`src/rtl/lns_accumulator_pkg.sv`:
```
// Shared constants and encodings for the LNS frame accumulator and its log-domain adder.
package lns_accumulator_pkg;

    localparam int WBITS    = 16;
    localparam int FRACBITS = 8;
    localparam int CNTW     = 8;

    localparam logic SIGN_POS = 1'b0;
    localparam logic SIGN_NEG = 1'b1;

    typedef enum logic [1:0] {
        ST_ACCUM = 2'd0,
        ST_FLUSH = 2'd1,
        ST_OUT   = 2'd2
    } state_t;

    // A zero value always carries this magnitude and sign.
    localparam logic [WBITS-1:0] ZERO_MAG  = {WBITS{1'b0}};
    localparam logic             ZERO_SIGN = SIGN_POS;

    localparam logic [CNTW-1:0] CNT_ZERO = {CNTW{1'b0}};
    localparam logic [CNTW-1:0] CNT_ONE  = {{(CNTW-1){1'b0}}, 1'b1};
    localparam logic [CNTW-1:0] CNT_MAX  = {CNTW{1'b1}};

    // 2.0 in a fraction field one bit wider than FRACBITS.
    localparam logic [FRACBITS+1:0] LIN_ONE = {1'b1, {(FRACBITS+1){1'b0}}};

endpackage

```
`src/rtl/lns_accumulator_log_adder.sv`:
```
// Combinational LNS adder: max(a,b) +/- 2^-|a-b|, with 2^-x approximated
// piecewise-linearly between integer powers of two and truncated.
module lns_accumulator_log_adder
    import lns_accumulator_pkg::*;
(
    input  logic [WBITS-1:0] a,
    input  logic             Sa,
    input  logic [WBITS-1:0] b,
    input  logic             Sb,
    output logic [WBITS-1:0] result,
    output logic             resultSign
);

    localparam int IBITS = WBITS + 1 - FRACBITS;

    logic [WBITS:0]      diff_s;
    logic [WBITS:0]      dist_s;
    logic                a_big_s;
    logic [WBITS-1:0]    big_s;
    logic [FRACBITS+1:0] lin_s;
    logic [FRACBITS+1:0] corr_s;
    logic [IBITS-1:0]    shamt_s;

    // Pick the dominant operand and form the correction term from the distance.
    always_comb begin
        diff_s  = {a[WBITS-1], a} - {b[WBITS-1], b};
        a_big_s = ~diff_s[WBITS];
        if (a_big_s) begin
            dist_s     = diff_s;
            big_s      = a;
            resultSign = Sa;
        end else begin
            dist_s     = {(WBITS+1){1'b0}} - diff_s;
            big_s      = b;
            resultSign = Sb;
        end
        lin_s   = LIN_ONE - {2'b00, dist_s[FRACBITS-1:0]};
        shamt_s = dist_s[WBITS:FRACBITS] + {{(IBITS-1){1'b0}}, 1'b1};
        corr_s  = lin_s >> shamt_s;
        if (Sa == Sb) begin
            result = big_s + {{(WBITS-FRACBITS-2){1'b0}}, corr_s};
        end else begin
            result = big_s - {{(WBITS-FRACBITS-2){1'b0}}, corr_s};
        end
    end

endmodule

```
`src/rtl/lns_accumulator.sv`:
```
// Framed streaming LNS accumulator: folds each accepted beat into a running
// sign/log-magnitude sum and presents one registered result per frame.
module lns_accumulator
    import lns_accumulator_pkg::*;
(
    input  logic             clk,
    input  logic             rst,
    input  logic             in_valid,
    output logic             in_ready,
    input  logic [WBITS-1:0] in_mag,
    input  logic             in_sign,
    input  logic             in_zero,
    input  logic             in_last,
    output logic             out_valid,
    input  logic             out_ready,
    output logic [WBITS-1:0] out_mag,
    output logic             out_sign,
    output logic             out_zero,
    output logic [CNTW-1:0]  out_count
);

    state_t           state_r;
    logic             first_r;
    logic             accept_s;

    logic             op_valid_r;
    logic [WBITS-1:0] op_mag_r;
    logic             op_sign_r;
    logic             op_zero_r;
    logic             op_last_r;
    logic             op_first_r;

    logic [WBITS-1:0] acc_mag_r;
    logic             acc_sign_r;
    logic             acc_zero_r;
    logic [CNTW-1:0]  count_r;

    logic [WBITS-1:0] add_mag_s;
    logic             add_sign_s;
    logic [WBITS-1:0] nxt_mag_s;
    logic             nxt_sign_s;
    logic             nxt_zero_s;
    logic [CNTW-1:0]  nxt_count_s;
    logic [CNTW-1:0]  count_inc_s;

    assign accept_s = in_valid & in_ready;

    lns_accumulator_log_adder log_adder (
        .a          (acc_mag_r),
        .Sa         (acc_sign_r),
        .b          (op_mag_r),
        .Sb         (op_sign_r),
        .result     (add_mag_s),
        .resultSign (add_sign_s)
    );

    // Frame sequencing with registered handshake outputs.
    always_ff @(posedge clk or posedge rst) begin
        if (rst) begin
            state_r   <= ST_ACCUM;
            first_r   <= 1'b1;
            in_ready  <= 1'b1;
            out_valid <= 1'b0;
        end else begin
            case (state_r)
                ST_ACCUM: begin
                    if (accept_s) begin
                        first_r <= 1'b0;
                    end
                    if (accept_s && in_last) begin
                        state_r  <= ST_FLUSH;
                        in_ready <= 1'b0;
                    end
                end
                ST_FLUSH: begin
                    state_r   <= ST_OUT;
                    out_valid <= 1'b1;
                end
                ST_OUT: begin
                    if (out_ready) begin
                        state_r   <= ST_ACCUM;
                        first_r   <= 1'b1;
                        in_ready  <= 1'b1;
                        out_valid <= 1'b0;
                    end
                end
                default: begin
                    state_r   <= ST_ACCUM;
                    first_r   <= 1'b1;
                    in_ready  <= 1'b1;
                    out_valid <= 1'b0;
                end
            endcase
        end
    end

    // Operand register stage.
    always_ff @(posedge clk or posedge rst) begin
        if (rst) begin
            op_valid_r <= 1'b0;
            op_mag_r   <= ZERO_MAG;
            op_sign_r  <= ZERO_SIGN;
            op_zero_r  <= 1'b0;
            op_last_r  <= 1'b0;
            op_first_r <= 1'b0;
        end else begin
            op_valid_r <= accept_s;
            if (accept_s) begin
                op_mag_r   <= in_mag;
                op_sign_r  <= in_sign;
                op_zero_r  <= in_zero;
                op_last_r  <= in_last;
                op_first_r <= first_r;
            end
        end
    end

    // Next accumulator value; exact cancellation is caught here since the adder cannot express it.
    always_comb begin
        count_inc_s = (count_r == CNT_MAX) ? CNT_MAX : count_r + CNT_ONE;
        if (op_valid_r) begin
            if (op_first_r) begin
                if (op_zero_r) begin
                    nxt_mag_s   = ZERO_MAG;
                    nxt_sign_s  = ZERO_SIGN;
                    nxt_zero_s  = 1'b1;
                    nxt_count_s = CNT_ZERO;
                end else begin
                    nxt_mag_s   = op_mag_r;
                    nxt_sign_s  = op_sign_r;
                    nxt_zero_s  = 1'b0;
                    nxt_count_s = CNT_ONE;
                end
            end else if (op_zero_r) begin
                nxt_mag_s   = acc_mag_r;
                nxt_sign_s  = acc_sign_r;
                nxt_zero_s  = acc_zero_r;
                nxt_count_s = count_r;
            end else if (acc_zero_r) begin
                nxt_mag_s   = op_mag_r;
                nxt_sign_s  = op_sign_r;
                nxt_zero_s  = 1'b0;
                nxt_count_s = count_inc_s;
            end else if ((op_mag_r == acc_mag_r) && (op_sign_r != acc_sign_r)) begin
                nxt_mag_s   = ZERO_MAG;
                nxt_sign_s  = ZERO_SIGN;
                nxt_zero_s  = 1'b1;
                nxt_count_s = count_inc_s;
            end else begin
                nxt_mag_s   = add_mag_s;
                nxt_sign_s  = add_sign_s;
                nxt_zero_s  = 1'b0;
                nxt_count_s = count_inc_s;
            end
        end else begin
            nxt_mag_s   = acc_mag_r;
            nxt_sign_s  = acc_sign_r;
            nxt_zero_s  = acc_zero_r;
            nxt_count_s = count_r;
        end
    end

    // Accumulator state.
    always_ff @(posedge clk or posedge rst) begin
        if (rst) begin
            acc_mag_r  <= ZERO_MAG;
            acc_sign_r <= ZERO_SIGN;
            acc_zero_r <= 1'b0;
            count_r    <= CNT_ZERO;
        end else begin
            acc_mag_r  <= nxt_mag_s;
            acc_sign_r <= nxt_sign_s;
            acc_zero_r <= nxt_zero_s;
            count_r    <= nxt_count_s;
        end
    end

    // Result registers load only when the last beat is applied, so they hold through any stall.
    always_ff @(posedge clk or posedge rst) begin
        if (rst) begin
            out_mag   <= ZERO_MAG;
            out_sign  <= ZERO_SIGN;
            out_zero  <= 1'b0;
            out_count <= CNT_ZERO;
        end else if (op_valid_r && op_last_r) begin
            out_mag   <= nxt_mag_s;
            out_sign  <= nxt_sign_s;
            out_zero  <= nxt_zero_s;
            out_count <= nxt_count_s;
        end
    end

endmodule

```
`config.mk`:
```
export PLATFORM = sky130hd
export DESIGN_NAME = lns_accumulator
export DESIGN_NICKNAME = d
export VERILOG_FILES = /design/src/rtl/lns_accumulator_pkg.sv /design/src/rtl/lns_accumulator_log_adder.sv /design/src/rtl/lns_accumulator.sv
export SDC_FILE = /design/constraint.sdc
export NUM_CORES = 1
export LEC_CHECK = 0
export ABC_AREA = 0
export CORE_ASPECT_RATIO = 0.75
export CORE_MARGIN = 10
export CORE_UTILIZATION = 50
export CTS_BUF_LIST = sky130_fd_sc_hd__clkbuf_2
export CTS_CLUSTER_SIZE = 16
export DETAILED_ROUTE_END_ITERATION = 12
export GPL_ROUTABILITY_DRIVEN = 1
export GPL_TIMING_DRIVEN = 0
export HOLD_SLACK_MARGIN = 0.06
export PLACE_DENSITY_LB_ADDON = 0.05
export SKIP_LAST_GASP = 1
export SLEW_MARGIN = 30
export SYNTH_ARGS = -nofsm -noshare
export SYNTH_HDL_FRONTEND = slang
export SYNTH_HIERARCHICAL = 1
export SYNTH_SLANG_ARGS = --single-unit
export TNS_END_PERCENT = 1
```
`constraint.sdc`:
```
create_clock -name clk -period 10.72 [get_ports clk]
set_input_delay 1.608 -clock clk [delete_from_list [all_inputs] [get_ports clk]]
set_output_delay 1.608 -clock clk [all_outputs]
set_load 0.01 [all_outputs]
```
==> flow_summary.toml <==
[finish]
antenna_cells = 0
final_nets = 1110
area_delta_synth_final_pct = 11.3
drive_gt1_share_pct = 11.4

[setup_path]
critical_path_class = "register to register"
critPathMaxFanout = 10
crit_arrival_ps = 10560
slowest_stage = "fa_1"
cp-start-kind = "register"
end_kind = "register"
cp-startpoint = "acc_mag_r[0]$_DFF_PP0_"
rr_startpoint = "acc_mag_r[0]$_DFF_PP0_"
cp.required_ps = 11250
critPathMaxStageDelay_ps = 590

[synthesis]
synth_top_area_cell = "dfrtp_1"
yosysWarnings = 6
yosysUniqueCellTypes = 95
synth_nets = 1048
synth_top_area_share_pct = 23.4
ys_seq_area_share_pct = 24.0
synthCells = 987
synth_seq_cells = 78
synthTopCellsByCount = "76 x dfrtp_1, 75 x a21oi_1, 74 x nand2_1, 65 x o21ai_0, 60 x inv_1"
synthArstFlopShare_pct = 100
synth_area_leaders = "dfrtp_1 23%, xnor2_1 6.1%, ha_1 5.5%, a21oi_1 4.6%, o21ai_0 4.0%"
avgSynthCellArea_um2 = 8.24
synth_top_flop_cell = "dfrtp_1"
synth_most_common_cell = "dfrtp_1"
synth_area_um2 = 8140
synth_edf_count = 0

[placement]
hpwl_um = 20500
pre_cts_ws_ps = 719
portBuffers = 50
globalplace.congestion = 0.939

[die]
core-area_um2 = 16000
die_area_um2 = 21800
start_util_pct = 51.0
chipWidth_um = 167
fp.dieH_um = 130
pin_count = 51
rows = 40

[timing]
setup_ws_ps = 688
drv_slew = 0
finalSetupViolations = 0
period_share_pct = 93.6
relSlewSlack_pct = 30.6
max_freq_mhz = 99.7
tightest_slew_ps = 1010
finalHoldViolations = 0
period_needed_ps = 10030
finClkSkew_ps = 43.0
rsz0062_at_grt = "no"
final.setup.tns_ps = 0

[routing]
routed_wl_um = 26200
drc = 0
ant_nets = 0
first_pass_iters = 7
vias = 7990
vias_per_cell = 6.32
drtIter0Drc = 972
avgRoutedWirePerCell_um = 20.7

[run]
maxCapViolCount = 0

[worst_hold_path]
hp-start = "out_count[6]$_DFFE_PP0P_"
hold_path_class = "register to register"

[global_route]
antenna_found_initial = 0
grtUsageTotal_pct = 23.5
grt_max_degree = 47
grt_pass1_wl_um = 41600
gr-total-overflow = 0
grt_pass1_vias = 7354

[power_and_ir_drop]
powerDensity_nw_per_um2 = 53.7
ir_drop_uv = 49.9
p_leak_nw = 3.96

[cts]
cts.root.buffer_cell = "clkbuf_2"
cts_setup_buffers = 0
cts-htree-levels = 3
hold_buffers = 0
cts.sinks = 78
clock_latency_ps = 580
cts_resized = 0
cts_tree = "built"
clk_pin_slew_ps = 250
clk_path_buf_depth = 2
cts_buffers = 9

[status]
status = "finished clean"
stage by stage:
step,utilization [%],std cells,area (um2),hold slack (ps),power [W]
3_5_place_dp,55.9,1248,8930,470,0.000316
5_1_grt,56.7,1264,9060,548,0.000504
6_report,56.7,1264,9060,511,0.000486
2_1_floorplan,-,987,8140,471,0.000304
3_3_place_gp,55.7,1247,8900,462,0.000315
4_1_cts,56.7,1264,9050,518,0.000489
power by group:
| group | total, W | switching [W] | internal [W] |
|---|---|---|---|
| Combinational | 0.0000158 | 0.00000759 | 0.00000824 |
| Sequential | 0.000295 | 0 | 0.000295 |
| Clock | 0.000175 | 0.000119 | 0.0000564 |
| Total | 0.000486 | 0.000127 | 0.000360 |
final cells by class:
type	count	area, um2
sequential	78	1950
fill	1507	6910
clock inverter	6	68.8
buffer	48	233
tap	210	263
inverter	61	234
timing repair buffer	51	528
multi-input combinational	800	5730
clock buffer	10	50.0
cells in the final DEF (no fill, tap or decap), types with 11 or more instances in the layout:
cell	instances
a21o_1	11
clkbuf_2	13
a21oi_1	75
nand3_1	30
o31ai_1	36
nand2b_1	25
xnor2_1	57
xor2_1	20
ha_1	36
nor2b_1	12
mux2i_1	15
a211oi_1	16
o21bai_1	11
nor3_1	18
and3_1	27
nor2_1	56
buf_2	18
inv_1	59
mux2_2	25
nand2_1	74
clkdlybuf4s50_1	50
dfrtp_1	76
o211ai_1	14
o21ai_0	65
a31oi_1	16
clkbuf_1	19
flip-flops by register name, indices dropped and copies added (netlist names):
register,count
acc_mag_r,16
acc_sign_r,1
acc_zero_r,1
count_r,8
first_r,1
in_ready,1
op_first_r,1
op_last_r,1
op_mag_r,16
op_sign_r,1
op_valid_r,1
op_zero_r,1
out_count,8
out_mag,16
out_sign,1
out_valid,1
out_zero,1
state_r,2
worst paths after layout:
| check | end | slack (ps) | cells past startpoint |
|---|---|---|---|
| worst max register to register | out_mag[14]$_DFFE_PP0P_ | 690 | 43 |
| max in group asynchronous | acc_mag_r[12]$_DFF_PP0_ | 8790 | 3 |
| worst min-delay path | out_count[6]$_DFFE_PP0P_ | 510 | 2 |
| worst max-delay path | out_mag[14]$_DFFE_PP0P_ | 690 | 43 |
| worst min register to register | out_count[6]$_DFFE_PP0P_ | 510 | 2 |
| min in group asynchronous | acc_mag_r[2]$_DFF_PP0_ | 1330 | 2 |
critical path: cells and delay by family, from the launching register on:
family / cells / cell delay [ps]
flops: 1 / 500
buf+inv: 4 / 910
compound gates: 20 / 4490
simple gates: 11 / 1860
xor+xnor: 2 / 330
fa+ha+maj: 5 / 1730
mux: 1 / 150
cell families (layout without fill, tap and decap cells):
kind of cell	after synthesis	after routing	synth area share [%]
buf+inv	109	176	5.64
xor+xnor	80	80	8.97
simple gates	307	307	20.4
mux	44	44	6.41
fa+ha+maj	38	38	6.03
flops	78	78	24.0
compound gates	331	331	28.5
metal layers:
metal	share of wire [%]	wire [um]	track usage, %	up-vias
li1	-	-	-	3763
met1	50	13000	36.1	3835
met2	38	10000	31.3	366
met3	11	2920	7.31	26
met4	0.83	216	3.32	0
met5	0	0	0	-
No activity file was read; power rests on OpenSTA's default activity.
==> RTL change 1, RTL diff (same flow settings) <==
Change the package constant `WBITS` from 16 to 32.
--- a/src/rtl/lns_accumulator_pkg.sv
+++ b/src/rtl/lns_accumulator_pkg.sv
@@ -3,3 +3,3 @@
 
-    localparam int WBITS    = 16;
+    localparam int WBITS    = 32;
     localparam int FRACBITS = 8;
Interface: changed (resized in_mag and out_mag); port bits go from 51 to 83. The function was not compared with the original's and may differ.
==> RTL change 1 against the original RTL <==
Worst setup slack got worse by 0.44 ns; sequential cell count rose by 48; highest routed layer is now met5; non-clock buffer count rose by 111; critical endpoint is now acc_mag_r[30]; die area rose by 52%; critical path depth did not move; area after synthesis rose by 61%; wire length rose by 82%; final area rose by 72%; final cell count rose by 69%; count of clock-buffer cells in the layout rose by 12.
Power is left out: the tool's default activity adds up to more than one toggle a clock period on the data nets, which glitch-free logic cannot reach.
==> RTL change 1: results (changes against the original RTL) <==
1st-iter DRT viols 1609 (+66%); clock latency on the worst-skew pair 0.70 ns (+0.12 ns); clock buf count 22 (+12); crit-path max FO 8 (-2); worst setup path startpoint acc_mag_r[6]; First-pass DRT Iterations 6 (-1); Worst setup endpoint acc_mag_r[30]; placed cells 2064 (+65%); H-tree lvl count 4 (+1); Register Area 3170 um^2 (+62%); vias in the first global route 12500 (+71%); Num CTS Buffers 17 (+8); period utilization 97.7% (+4.1 points); DPL Wire Length 37500 um (+83%); Port Buffer Count 82 (+64%); GR Util met3 4.21% (-3.1 points); final core occ 60.1% (+3.4 points); post-cts sizing count 74 (+74); Synth area leaders dfrtp_1, ha_1, o21ai_0; # diodes 2 (+2); status complete, no violations; area of placed instances 14400 um^2 (+61%); crit-path max cell delay 0.51 ns (-0.08 ns); hold path startpoint in_ready; Net Count, Synth 1747 (+67%); clock network area share 1.33% (+0.021 points); GRT met1 Usage 41.5% (+5.5 points); Post-synth top cells o21ai_0, nand2_1, dfrtp_1; largest net degree at the start of global routing 94 (+100%); Post-Place Worst Slack -3.29 ns (-4.01 ns); Vias 13800 (+73%)
## RTL change 1: cell count changes in the layout (fill, tap and decap cells not counted), moves of 20 or more
cell	unedited run	this run
o21ai_0	65	138
nand2_1	74	140
buf_4	3	52
nor2_1	56	96
dfrtp_1	76	115
xor2_1	20	54
clkdlybuf4s50_1	50	82
clkbuf_1	19	48
ha_1	36	64
o211ai_1	14	40
or2_2	2	27
o21bai_1	11	32
mux2i_1	15	35
## RTL change 1: layer usage
metal	part of all wire, %	routed length, um	vias up
met4	0.83	396	2
met5	0.023	11	-
met2	42	20100	615
li1	-	-	6415
met1	48	22900	6734
met3	9.1	4330	45
## RTL change 1: cells by family after synthesis
| group | Yosys count | synth area share [%] |
|---|---|---|
| DFF | 126 | 24.1 |
| AOI/OAI and AO/OA | 578 | 29.7 |
| and+or+nand+nor | 520 | 20.8 |
| muxes | 73 | 5.96 |
| buffers and inverters | 151 | 4.64 |
| xor gates and xnor gates | 118 | 7.99 |
| adders and majority gates | 71 | 6.89 |
==> RTL change 2, RTL diff (same settings) <==
Without the edit above. The 3 states of `state_t` get a one-hot encoding in 3 bits.
--- a/src/rtl/lns_accumulator_pkg.sv
+++ b/src/rtl/lns_accumulator_pkg.sv
@@ -10,6 +10,6 @@
 
-    typedef enum logic [1:0] {
-        ST_ACCUM = 2'd0,
-        ST_FLUSH = 2'd1,
-        ST_OUT   = 2'd2
+    typedef enum logic [2:0] {
+        ST_ACCUM = 3'b001,
+        ST_FLUSH = 3'b010,
+        ST_OUT   = 3'b100
     } state_t;
Check against the original RTL: no difference found for any inputs over 4 cycles, from zero or initial values and one cycle with rst high; so few cycles prove little.
==> RTL change 2 against the original RTL <==
Non-clock buffer count rose by 9; sequential cell count rose by 1; area after synthesis rose by 3.7%; wire length barely moved; die area rose by 3.2%; worst hold slack got worse by 0.0016 ns; first-iteration DRC count fell by 23%; utilization fell by 0.46 points; final area rose by 3.6%; global-route usage fell by 0.73 points; worst setup slack improved by 0.31 ns; synthesized cell count rose by 2.5%.
Power is left out: the tool's default activity adds up to more than one toggle a clock period on the data nets, which glitch-free logic cannot reach.
==> RTL change 2: results (changes against the original RTL) <==
Port Buffer Count 50 (unchanged); fraction of area in multi-input gates 63.2% (about the same); area of placed instances 9240 um^2 (+3.5%); 1st-iter DRT viols 746 (-23%); fin cells 1295 (+2.5%); DPL Wire Length 20800 um (+1.3%); crit-path max cell delay 0.45 ns (-0.14 ns); adder-cell share of the synthesized area 5.81% (-0.22 points); Vias 8054 (+0.80%); initial antenna violation count 1 (+1); vias in the first global route 7412 (+0.79%); register area share after synthesis 23.5% (-0.55 points); cell count of the worst reg-to-reg path 44 (+2.3%); Post-CTS Setup Bufs 0 (unchanged); asr flop ratio synth 100% (unchanged); clk slew on worst S/H paths 0.27 ns (+0.02 ns); ys flop type dfrtp_1; Syn Area/Cell 8.34 um^2 (+1.2%); first-pass GRT wire length 41300 um (-0.65%); Signal buf overhead 8.67% (+0.27 points); status complete, no violations; CP Class flop to flop; largest net degree at the start of global routing 48 (+2.1%); Synth area leaders dfrtp_1, xnor2_1, ha_1; Largest regs acc_mag_r: 16 flops, op_mag_r: 16 flops, out_mag: 16 flops; Unique masters post-synth 94 (-1.1%); routability cong. 0.951 (+1.3%); R2R Path Start acc_mag_r[0]; mux contribution to synthesized area 6.18% (-0.23 points); CP max-delay cell dfrtp_1; worst clock skew 0.0245 ns (-0.0185 ns); Net Count, Synth 1073 (+2.4%); per-cell routed wire length 20.2 um (-2.5%); Synth Area in Compound Gates 30.2% (+1.6 points); hold path startpoint out_count[0]; fill cell count 1535 (+1.9%); Slew @ Worst Pin 0.900 ns (-0.115 ns); clock network area share 1.39% (+0.075 points); gr usage total 22.8% (-0.73 points); clock latency on the worst-skew pair approximately 0.59 ns; Synth warnings 6 (unchanged); Register Area 1980 um^2 (+1.3%); # diodes 1 (+1); Hold Crit Depth 2 (unchanged); H-tree lvl count 3 (unchanged); CP arrival 10.28 ns (-0.28 ns); clk sinks 79 (+1.3%); number of non-clock inverters 66 (+8.2%); Multi-In Gates 810 (+1.3%); Post-synth top cells a21oi_1, dfrtp_1, nand2_1; bufs w/o clock 108 (+9.1%); post-cts sizing count 0 (unchanged); layout cells sized above 1 12.0% (+0.66 points); Post-Synth XOR/XNOR Area 8.54% (-0.43 points); First-pass DRT Iterations 7 (unchanged)
## RTL change 2: changes by cell type after synthesis, sizes merged, moves of 3 or more
cell	delta
o31ai	+4
clkbuf	+7
nand3	+7
and3	+4
o211ai	-7
a21oi	+6
inv	+5
a21boi	-3
nand2	-5
## RTL change 2: final timing paths
path,slack (ns),end
max in group asynchronous,8.84,acc_mag_r[11]
max reg2reg,1.0,out_mag[15]
min,0.51,out_count[0]
max,1.0,out_mag[15]
min in group asynchronous,1.32,op_mag_r[5]
min reg2reg,0.51,out_count[0]
## RTL change 2: kinds of logic (layout without fill, tap and decap cells)
| family | Yosys count | after routing |
|---|---|---|
| multiplexers | 44 | 44 |
| AND/OR/NAND/NOR | 311 | 311 |
| buffers and inverters | 123 | 190 |
| flip-flops | 79 | 79 |
| XOR/XNOR | 79 | 79 |
| other | 0 | 1 |
| AO/OA/AOI/OAI | 338 | 338 |
| adder cells (fa/ha/maj) | 38 | 38 |
## RTL change 2: routing by layer
metal	vias to the layer above	track usage [%]	wire length, um
li1	3861	-	-
met4	0	3.79	235
met5	-	0	0
met2	353	29.1	9850
met1	3817	35.1	13100
met3	23	8.08	2960
## RTL change 2: critical path, delay by kind of cell (launching register included)
family | cells | cell delay, ns
AOI/OAI and AO/OA | 19 | 3.97
xor gates and xnor gates | 3 | 0.65
adders and majority gates | 5 | 1.60
buffers and inverters | 5 | 1.02
DFF | 1 | 0.45
muxes | 2 | 0.45
and+or+nand+nor | 10 | 1.57
## RTL change 2: per-stage QoR
| step | setup WS, ns | utilization [%] |
|---|---|---|
| finish | 0.995 | 56.3 |
| CTS | 0.894 | 56.2 |
| global route | 0.0852 | 56.3 |
| floorplan | 2.87 | - |
| global placement | 1.06 | 55.2 |
| detailed placement | 1.00 | 55.4 |
